File: src/rtl/arith_mc_pkg.sv
// ---------------------------------------------------------------------------
// arith_mc_pkg
//   Shared definitions for the multi-cycle arithmetic machine: MIPS opcode and
//   funct encodings for the supported subset, ALU operation / FSM state /
//   immediate-extension enums, and the instruction decoder.
// ---------------------------------------------------------------------------
package arith_mc_pkg;

    // Primary opcodes (instruction bits [31:26])
    localparam logic [5:0] OP_RTYPE = 6'h00;
    localparam logic [5:0] OP_ADDI  = 6'h08;
    localparam logic [5:0] OP_ADDIU = 6'h09;
    localparam logic [5:0] OP_ANDI  = 6'h0C;
    localparam logic [5:0] OP_ORI   = 6'h0D;
    localparam logic [5:0] OP_XORI  = 6'h0E;

    // R-type funct codes (instruction bits [5:0])
    localparam logic [5:0] FN_ADD  = 6'h20;
    localparam logic [5:0] FN_ADDU = 6'h21;
    localparam logic [5:0] FN_SUB  = 6'h22;
    localparam logic [5:0] FN_SUBU = 6'h23;
    localparam logic [5:0] FN_AND  = 6'h24;
    localparam logic [5:0] FN_OR   = 6'h25;
    localparam logic [5:0] FN_XOR  = 6'h26;
    localparam logic [5:0] FN_NOR  = 6'h27;

    typedef enum logic [2:0] {
        ALU_ADD,
        ALU_SUB,
        ALU_AND,
        ALU_OR,
        ALU_XOR,
        ALU_NOR
    } alu_op_t;

    typedef enum logic [1:0] {
        FETCH,
        EXEC,
        HALT
    } state_t;

    // EXT_NONE selects the rt register as the second ALU operand
    typedef enum logic [1:0] {
        EXT_NONE,
        EXT_SIGN,
        EXT_ZERO
    } ext_mode_t;

    typedef struct packed {
        logic      legal;
        alu_op_t   alu_op;
        ext_mode_t ext;
        logic      ovf_trap;  // signed overflow may trap (add/sub/addi only)
        logic      dest_rd;   // 1: write rd (R-type), 0: write rt (I-type)
    } decode_t;

    function automatic decode_t decode_instr(input logic [5:0] op,
                                             input logic [5:0] funct);
        decode_t d;
        d.legal    = 1'b0;
        d.alu_op   = ALU_ADD;
        d.ext      = EXT_NONE;
        d.ovf_trap = 1'b0;
        d.dest_rd  = 1'b0;
        if (op == OP_RTYPE) begin
            d.dest_rd = 1'b1;
            d.legal   = 1'b1;
            case (funct)
                FN_ADD:  begin d.alu_op = ALU_ADD; d.ovf_trap = 1'b1; end
                FN_ADDU: d.alu_op = ALU_ADD;
                FN_SUB:  begin d.alu_op = ALU_SUB; d.ovf_trap = 1'b1; end
                FN_SUBU: d.alu_op = ALU_SUB;
                FN_AND:  d.alu_op = ALU_AND;
                FN_OR:   d.alu_op = ALU_OR;
                FN_XOR:  d.alu_op = ALU_XOR;
                FN_NOR:  d.alu_op = ALU_NOR;
                default: d.legal = 1'b0;
            endcase
        end else begin
            d.legal = 1'b1;
            case (op)
                OP_ADDI:  begin d.alu_op = ALU_ADD; d.ext = EXT_SIGN; d.ovf_trap = 1'b1; end
                OP_ADDIU: begin d.alu_op = ALU_ADD; d.ext = EXT_SIGN; end
                OP_ANDI:  begin d.alu_op = ALU_AND; d.ext = EXT_ZERO; end
                OP_ORI:   begin d.alu_op = ALU_OR;  d.ext = EXT_ZERO; end
                OP_XORI:  begin d.alu_op = ALU_XOR; d.ext = EXT_ZERO; end
                default:  d.legal = 1'b0;
            endcase
        end
        return d;
    endfunction

endpackage

File: src/rtl/arith_mc_alu.sv
// ---------------------------------------------------------------------------
// arith_mc_alu
//   Combinational ALU for the multi-cycle arithmetic machine.
//   Ports:
//     a, b            : DATA_WIDTH operands
//     alu_op          : operation select (alu_op_t)
//     result          : DATA_WIDTH result, wrapping arithmetic
//     signed_overflow : two's-complement overflow of ADD/SUB, 0 otherwise
// ---------------------------------------------------------------------------
module arith_mc_alu
    import arith_mc_pkg::*;
#(
    parameter int unsigned DATA_WIDTH = 32
) (
    input  logic [DATA_WIDTH-1:0] a,
    input  logic [DATA_WIDTH-1:0] b,
    input  alu_op_t               alu_op,
    output logic [DATA_WIDTH-1:0] result,
    output logic                  signed_overflow
);

    localparam int unsigned MSB = DATA_WIDTH - 1;

    logic [DATA_WIDTH-1:0] sum;
    logic [DATA_WIDTH-1:0] diff;

    always_comb begin
        sum  = a + b;
        diff = a - b;
    end

    always_comb begin
        result          = '0;
        signed_overflow = 1'b0;
        case (alu_op)
            ALU_ADD: begin
                result = sum;
                // like-signed operands producing an opposite-signed sum
                signed_overflow = (a[MSB] == b[MSB]) && (sum[MSB] != a[MSB]);
            end
            ALU_SUB: begin
                result = diff;
                // unlike-signed operands where the difference loses a's sign
                signed_overflow = (a[MSB] != b[MSB]) && (diff[MSB] != a[MSB]);
            end
            ALU_AND: result = a & b;
            ALU_OR:  result = a | b;
            ALU_XOR: result = a ^ b;
            ALU_NOR: result = ~(a | b);
            default: result = '0;
        endcase
    end

endmodule

File: src/rtl/arith_machine_mc.sv
// ---------------------------------------------------------------------------
// arith_machine_mc
//   Multi-cycle MIPS-subset arithmetic machine. Fetches one instruction per
//   valid-qualified memory handshake, executes R-type and I-type ALU
//   instructions against a 32-entry register file, and halts on an illegal
//   instruction or (optionally) on signed overflow.
//   Ports:
//     clock, reset   : rising-edge clock, synchronous active-high reset
//     imem_req       : fetch request (FETCH state, reset low)
//     imem_addr      : fetch address, equal to the PC
//     imem_valid     : instruction word valid this cycle
//     imem_data      : 32-bit instruction word
//     except         : sticky illegal-instruction / overflow-trap flag
//     halted         : machine is in HALT
//     retired        : saturating count of completed instructions
//     dbg_raddr      : debug register index
//     dbg_rdata      : combinational read of register dbg_raddr (r0 reads 0)
// ---------------------------------------------------------------------------
module arith_machine_mc
    import arith_mc_pkg::*;
#(
    parameter int unsigned DATA_WIDTH    = 32,
    parameter int unsigned PC_WIDTH      = 32,
    parameter logic [31:0] RESET_PC      = 32'h0040_0000,
    parameter int unsigned COUNT_WIDTH   = 16,
    parameter int unsigned TRAP_OVERFLOW = 1
) (
    input  logic                   clock,
    input  logic                   reset,
    output logic                   imem_req,
    output logic [PC_WIDTH-1:0]    imem_addr,
    input  logic                   imem_valid,
    input  logic [31:0]            imem_data,
    output logic                   except,
    output logic                   halted,
    output logic [COUNT_WIDTH-1:0] retired,
    input  logic [4:0]             dbg_raddr,
    output logic [DATA_WIDTH-1:0]  dbg_rdata
);

    state_t state;
    state_t state_next;

    logic [PC_WIDTH-1:0]   pc;
    logic [31:0]           ir;
    logic [DATA_WIDTH-1:0] regs [32];

    // Instruction fields
    logic [5:0]  ir_op;
    logic [5:0]  ir_funct;
    logic [4:0]  ir_rs;
    logic [4:0]  ir_rt;
    logic [4:0]  ir_rd;
    logic [15:0] ir_imm;
    logic        unused_shamt;

    always_comb begin
        ir_op    = ir[31:26];
        ir_rs    = ir[25:21];
        ir_rt    = ir[20:16];
        ir_rd    = ir[15:11];
        ir_imm   = ir[15:0];
        ir_funct = ir[5:0];
    end

    // shamt has no meaning for the supported instruction subset
    assign unused_shamt = ^ir[10:6];

    decode_t               dec;
    logic [4:0]            dest;
    logic [DATA_WIDTH-1:0] opnd_a;
    logic [DATA_WIDTH-1:0] opnd_b;
    logic [DATA_WIDTH-1:0] alu_result;
    logic                  alu_ovf;
    logic                  fault;

    always_comb begin
        dec    = decode_instr(ir_op, ir_funct);
        dest   = dec.dest_rd ? ir_rd : ir_rt;
        opnd_a = regs[ir_rs];
        case (dec.ext)
            EXT_SIGN: opnd_b = DATA_WIDTH'($signed(ir_imm));
            EXT_ZERO: opnd_b = DATA_WIDTH'(ir_imm);
            default:  opnd_b = regs[ir_rt];
        endcase
    end

    arith_mc_alu #(
        .DATA_WIDTH(DATA_WIDTH)
    ) u_alu (
        .a               (opnd_a),
        .b               (opnd_b),
        .alu_op          (dec.alu_op),
        .result          (alu_result),
        .signed_overflow (alu_ovf)
    );

    always_comb begin
        fault = !dec.legal || ((TRAP_OVERFLOW != 0) && dec.ovf_trap && alu_ovf);
    end

    // Control: next state plus the per-cycle update strobes
    logic ir_load;
    logic commit;
    logic trap;

    always_comb begin
        state_next = state;
        imem_req   = 1'b0;
        ir_load    = 1'b0;
        commit     = 1'b0;
        trap       = 1'b0;
        case (state)
            FETCH: begin
                // dropping the request during reset abandons any fetch
                imem_req = !reset;
                if (imem_valid) begin
                    ir_load    = 1'b1;
                    state_next = EXEC;
                end
            end
            EXEC: begin
                if (fault) begin
                    trap       = 1'b1;
                    state_next = HALT;
                end else begin
                    commit     = 1'b1;
                    state_next = FETCH;
                end
            end
            HALT:    state_next = HALT;
            default: state_next = FETCH;
        endcase
    end

    always_ff @(posedge clock) begin
        if (reset) begin
            state <= FETCH;
        end else begin
            state <= state_next;
        end
    end

    always_ff @(posedge clock) begin
        if (reset) begin
            pc      <= PC_WIDTH'(RESET_PC);
            ir      <= '0;
            except  <= 1'b0;
            retired <= '0;
            for (int unsigned i = 0; i < 32; i++) begin
                regs[i] <= '0;
            end
        end else begin
            if (ir_load) begin
                ir <= imem_data;
            end
            if (commit) begin
                pc <= pc + PC_WIDTH'(4);
                if (retired != '1) begin
                    retired <= retired + COUNT_WIDTH'(1);
                end
                if (dest != 5'd0) begin
                    regs[dest] <= alu_result;
                end
            end
            if (trap) begin
                except <= 1'b1;
            end
        end
    end

    always_comb begin
        imem_addr = pc;
        halted    = (state == HALT);
        dbg_rdata = (dbg_raddr == 5'd0) ? '0 : regs[dbg_raddr];
    end

endmodule

File: config.mk
export PLATFORM = sky130hd
export DESIGN_NAME = arith_machine_mc
export DESIGN_NICKNAME = d
export VERILOG_FILES = /design/src/rtl/arith_mc_pkg.sv /design/src/rtl/arith_mc_alu.sv /design/src/rtl/arith_machine_mc.sv
export SDC_FILE = /design/constraint.sdc
export NUM_CORES = 2
export LEC_CHECK = 0
export BUFFER_PORTS_ARGS = -buffer_cell sky130_fd_sc_hd__buf_4
export CAP_MARGIN = 20
export CORE_ASPECT_RATIO = 0.5
export CORE_MARGIN = 3
export CORE_UTILIZATION = 40
export CTS_CLUSTER_DIAMETER = 200
export DETAILED_ROUTE_END_ITERATION = 7
export RECOVER_POWER = 50
export SLEW_MARGIN = 15
export SYNTH_ARGS = -nofsm -noshare
export SYNTH_HDL_FRONTEND = slang
export SYNTH_SLANG_ARGS = --single-unit
File: constraint.sdc
create_clock -name clock -period 8.1 [get_ports clock]
set_input_delay 0.405 -clock clock [delete_from_list [all_inputs] [get_ports clock]]
set_output_delay 0.405 -clock clock [all_outputs]
set_load 0.03 [all_outputs]
# Yosys cells after proc, flatten, opt, wreduce, memory -nomap -nowiden
# Memories as Yosys holds them, arrays and structs flattened. A register that Yosys moved wholly into a read port is not among the register bits.
# Cells that the tools add are included.
[op_classes]
muxes = 38
n_reduce_logical = 18
n_bitwise = 4
n_eq_ne = 28
add_sub_neg = 4
[ops]
columns = ["cell", "count"]
rows = [
  ["$pmux 32 s6", 1],
  ["$mux 32", 2],
  ["$pmux 32 s2", 1],
  ["$eq 6x6->1 const B", 8],
  ["$add 32x3->32 const B", 1],
  ["$add 32x32->32", 1],
  ["$and 32x32->32", 1],
  ["$not 32->32", 1],
  ["$or 32x32->32", 1],
  ["$reduce_or 32->1", 1],
  ["$sub 32x32->32", 1],
  ["$xor 32x32->32", 1],
  ["$eq 6x4->1 const B", 5],
  ["$mux 5", 6],
  ["$mux 1", 20],
  ["$pmux 5 s4", 1],
  ["$add 16x1->16 const B", 1],
  ["$ne 16x16->1 const B", 1],
  ["$pmux 3 s5", 1],
  ["$reduce_or 8->1", 1],
  ["$eq 3x2->1 const B", 2],
  ["$eq 3x3->1 const B", 2],
  ["$logic_not 6->1", 1],
  ["$mux 2", 3],
  ["19 further kinds", 28],
]
[totals]
ramBits = 1024
elab_cells = 98
out_inout_bits = 83
mem_count = 1
regBits = 83
input_bits = 40
[memory_table]
columns = ["name", "depth", "word_bits", "read_ports", "rd_ports_with_merged_regs", "write_ports", "line", "source"]
rows = [
  ["regs", 32, 32, 3, 2, 32, "arith_machine_mc.sv:46", "logic [DATA_WIDTH-1:0] regs [32];"],
]

# Logic depth before layout (Yosys ltp)
[depth]
depth_word = 19
depth_mapped = 23
depth_no_buf = 20

# Modules after synthesis
# From an unflattened synthesis, not the netlist that was laid out.
[unflattened]
hier_cells = 5515
area_unflattened_um2 = 72953.7
[modules_own_cells]
columns = ["mod", "cells_per_inst", "instances", "area_per_inst_um2", "seq_area_each_um2"]
rows = [
  ["arith_machine_mc", 4625, 1, 67252.0, 32571.2],
  ["arith_mc_alu", 890, 1, 5701.7, 0.0],
]

# Worst setup path after synthesis
# OpenSTA, ideal clock, no wires.
[synth_path]
kind = "register to register"
start = "register (tool-made name)"
end = "memory regs[12][0] (enable)"
setup_ns = 0.394
synth_period_minus_slack_ns = 6.731
setup_slack_ns = 1.369
required_ns = 7.706
stages_incl_launch_ff = 20
n_path_buf = 5
arrival_ns = 6.337
cell_sequence = "dfxtp_1 clkbuf_1 clkbuf_1 buf_1 mux4_2 mux4_2 mux2_2 ha_1 buf_2 nor2_1 a221oi_1 a21oi_1 a211oi_2 o21ai_1 a21bo_2 xnor2_2 a21oi_4 buf_2 nand3_1 nand2b_1"
[synth_lines]
columns = ["item", "line"]
rows = [
  ["end, declared", "arith_machine_mc.sv:46"],
]

==> flow_summary.toml <==
[run_status]
result_of_the_run = "finished with violations"
failed_checks = "max-capacitance violations, max-slew violations"

[synth]
synth.ff_latch_count = 1115
yosysMostFrequentCell = "nor2_1"
ys.flop_type = "edfxtp_1"
synth_seq_area_share_pct = 47.0
number_of_enable_flip_flop_cells_after_synthesis = 1024
synth_area_leaders = "edfxtp_1 (44%), mux4_2 (31%), nor2_1 (6.1%)"
synth.distinct_cells = 91
synthTopCellsByCount = "nor2_1 (1125), edfxtp_1 (1024), mux4_2 (956)"
synth.top_cell.area_share_pct = 44.4
synthArstFlopShare_pct = 0
avgSynthCellArea_sq_um = 13.8
synth_top_cell_by_area = "edfxtp_1"
syn_warnings = 0
synthCells = 5027
post_synth_design_cell_area_sq_um = 69300

[critical_path]
r2r-end = "regs[9][27]"
critical_path.max_fanout = 35
category_of_the_worst_setup_path_capture_point = "flop"
r2r_setup_slack_ps = 500
worst_ep_arrival_time_ps = 8020
crit_type = "flop to flop"
slowest_cell_delay_on_critical_path_ps = 1330
timing.critical_path.required_ps = 8530
start_kind = "flop"
timing.reg2reg.worst_path_depth = 17
crit_path_cell_trace = "buf_4 -> buf_4 -> mux4_2 -> mux4_2 -> mux2_2 -> ha_1 -> inv_1 -> a21oi_1 -> o21bai_1 -> a21o_1 -> a221oi_1 -> a21bo_2 -> xnor2_2 -> a21oi_4 -> nand3_1 -> buf_2 -> nor2_1"
critical_path.slowest_cell = "buf_2"

[placement]
dp_hpwl_mm = 169
final_weighted_congestion_in_routability_driven_placement = 0.938
place.port_buffers = 120

[clocking]
ctsLongestPathBuffers = 3
cts_buf_count = 109
tritoncts_clock_tree = "yes"
post_cts_buffers = 0
htree_num_levels = 3
clkSinkCount = 1115
clk_pin_slew_worst_paths_ps = 60
worst_skew_pair.late_latency_ps = 810
clockRootBuffer = "clkbuf_16"

[global_route]
grtUsageTotal_pct = 29.7
first_global_vias = 49337
grt_antenna_before_repair = 15
global_route_wire_length_before_repair_mm = 376
grt_max_degree = 96
globalRoute.totalOverflow = 0

[timing]
tightestPinTransition_ps = 3680
rsz0062_at_grt = "no"
maxSlewViolCount = 353
timing.final.crit_share_pct = 93.8
worst_clock_skew_ps = 110
finalHoldViolCount = 0
achievable-frequency_ghz = 0.132
final.setup.tns_ps = 0
period_minus_ws_final_ps = 7600
timing.slew.headroom_pct = -146
final-setup-viol-count = 0

[finish]
syn2layout_area_growth_pct = 11.5
final_util_pct = 45.1
nNetsFinal = 5168
drive_above_1_share_pct = 30.1

[route]
wire_per_inst_microns = 36.2
post_drt_via_cell_ratio = 6.87
vias = 50818
drt_first_pass_iters = 5
drt-total-wl_mm = 268
antenna_left = 0
drt_iter0_markers = 8920
route.detailed.drc = 0

[run]
cap_violations = 7

[die]
num_io_pins = 123
floorplan.core_area_sq_um = 171000
die_x_microns = 594
area_of_the_die_sq_um = 178000
std_cell_rows = 107
chipHeight_microns = 300
initial_core_util_pct = 40.5

[worst_hold_path]
worst_hold_startpoint = "imem_data[25]"
worstHoldPathType = "input port to flop"
worst_hold_path.num_cells = 3

[power_and_ir_drop]
power-per-cell-area_nw_per_um2 = 230
total_power_uw = 17800
leakage_power_summed_over_all_cells_uw = 0.0257
max-vdd-ir-drop_mv = 0.187
-- layout by cell type, fill, tap and decap left out, types with 21 or more instances in the layout --
cell and n:
o21ai_0 78, nand4_1 21, clkbuf_16 111, a31oi_1 25, nand3_1 57, clkbuf_1 109, buf_4 199, ha_1 103
inv_1 106, buf_12 40, a21oi_1 166, nand2b_1 33, or4_1 22, edfxtp_1 1024, nor2_1 1121, clkinv_1 21
mux4_2 956, nand2_1 178, mux2_2 51, dfxtp_1 81, dlygate4sd3_1 28, o31ai_1 24, conb_1 34, nor3_1 29
mux2i_1 47, nand2b_2 24
-- critical path, delay by kind of cell (launching register included) --
kind                       cells  cell delay (ps)
buffers and inverters          4             2540
AOI/OAI and AO/OA              6             1500
muxes                          3             1170
DFF                            1              860
adders and majority gates      1              470
and+or+nand+nor                2              350
xor gates and xnor gates       1              330
-- registers in the layout (all words and copies together) (netlist names), named ones only --
register   flops
except         1
imem_addr     30
ir            32
regs        1024
retired       16
state          2
-- where the power goes --
part	switching, uW	internal, uW	total [uW]
Sequential	238	6470	6710
Clock	2430	2860	5290
Combinational	3940	1860	5800
Total	6610	11200	17800
-- what timing repair did --
| item | 4_1_cts | 5_1_grt |
|---|---|---|
| endpoints found under the hold margin | 33 | 0 |
| hold buffers | 28 | 0 |
| resized for setup | 0 | 0 |
-- cell type report --
class	count	area [sq um]
clock buffer	134	2870
clock inverter	60	693
multi-input combinational	3313	34800
antenna	7	17.5
fill	15070	93900
inverter	108	407
tap	2289	2860
sequential	1115	32600
timing repair buffer	375	3030
-- through the flow --
step           cells  hold slack [ps]  worst slack [ps]  area (sq um)
5_1_grt         7394             32.9               319         77200
3_3_place_gp    7170              434               952         73900
3_5_place_dp    7170              442               966         73900
6_report        7401             55.3               502         77200
2_1_floorplan   5060              436              1370         69400
4_1_cts         7392             2.35               957         77800
-- logic make-up after synthesis --
| kind of cell | count (synthesis) | synth area share [%] |
|---|---|---|
| AND/OR/NAND/NOR | 1601 | 9.70 |
| flip-flops | 1115 | 47.0 |
| multiplexers | 1056 | 32.6 |
| buffers and inverters | 632 | 3.71 |
| AO/OA/AOI/OAI | 497 | 4.74 |
| adder cells (fa/ha/maj) | 106 | 1.94 |
| XOR/XNOR | 19 | 0.251 |
| other | 1 | 0.00541 |
-- metal layers --
layer | vias up | wire length (microns) | global-route usage (%)
met4 | 6 | 9590 | 10.3
li1 | 19679 | - | -
met5 | - | 39 | 0
met1 | 26266 | 96100 | 39.1
met3 | 648 | 45700 | 13.4
met2 | 4219 | 117000 | 43.4
-- worst max path at each step --
stage                     cells after the start  from      endpoint
final                                        17  flop   regs[9][27]
after global routing                         19  flop  regs[17][26]
after CTS                                    18  flop  regs[19][27]
after detailed placement                     18  flop  regs[18][20]
after global placement                       18  flop  regs[17][29]
after floorplan                              19  flop   regs[12][0]
No activity file was read; power rests on OpenSTA's default activity.
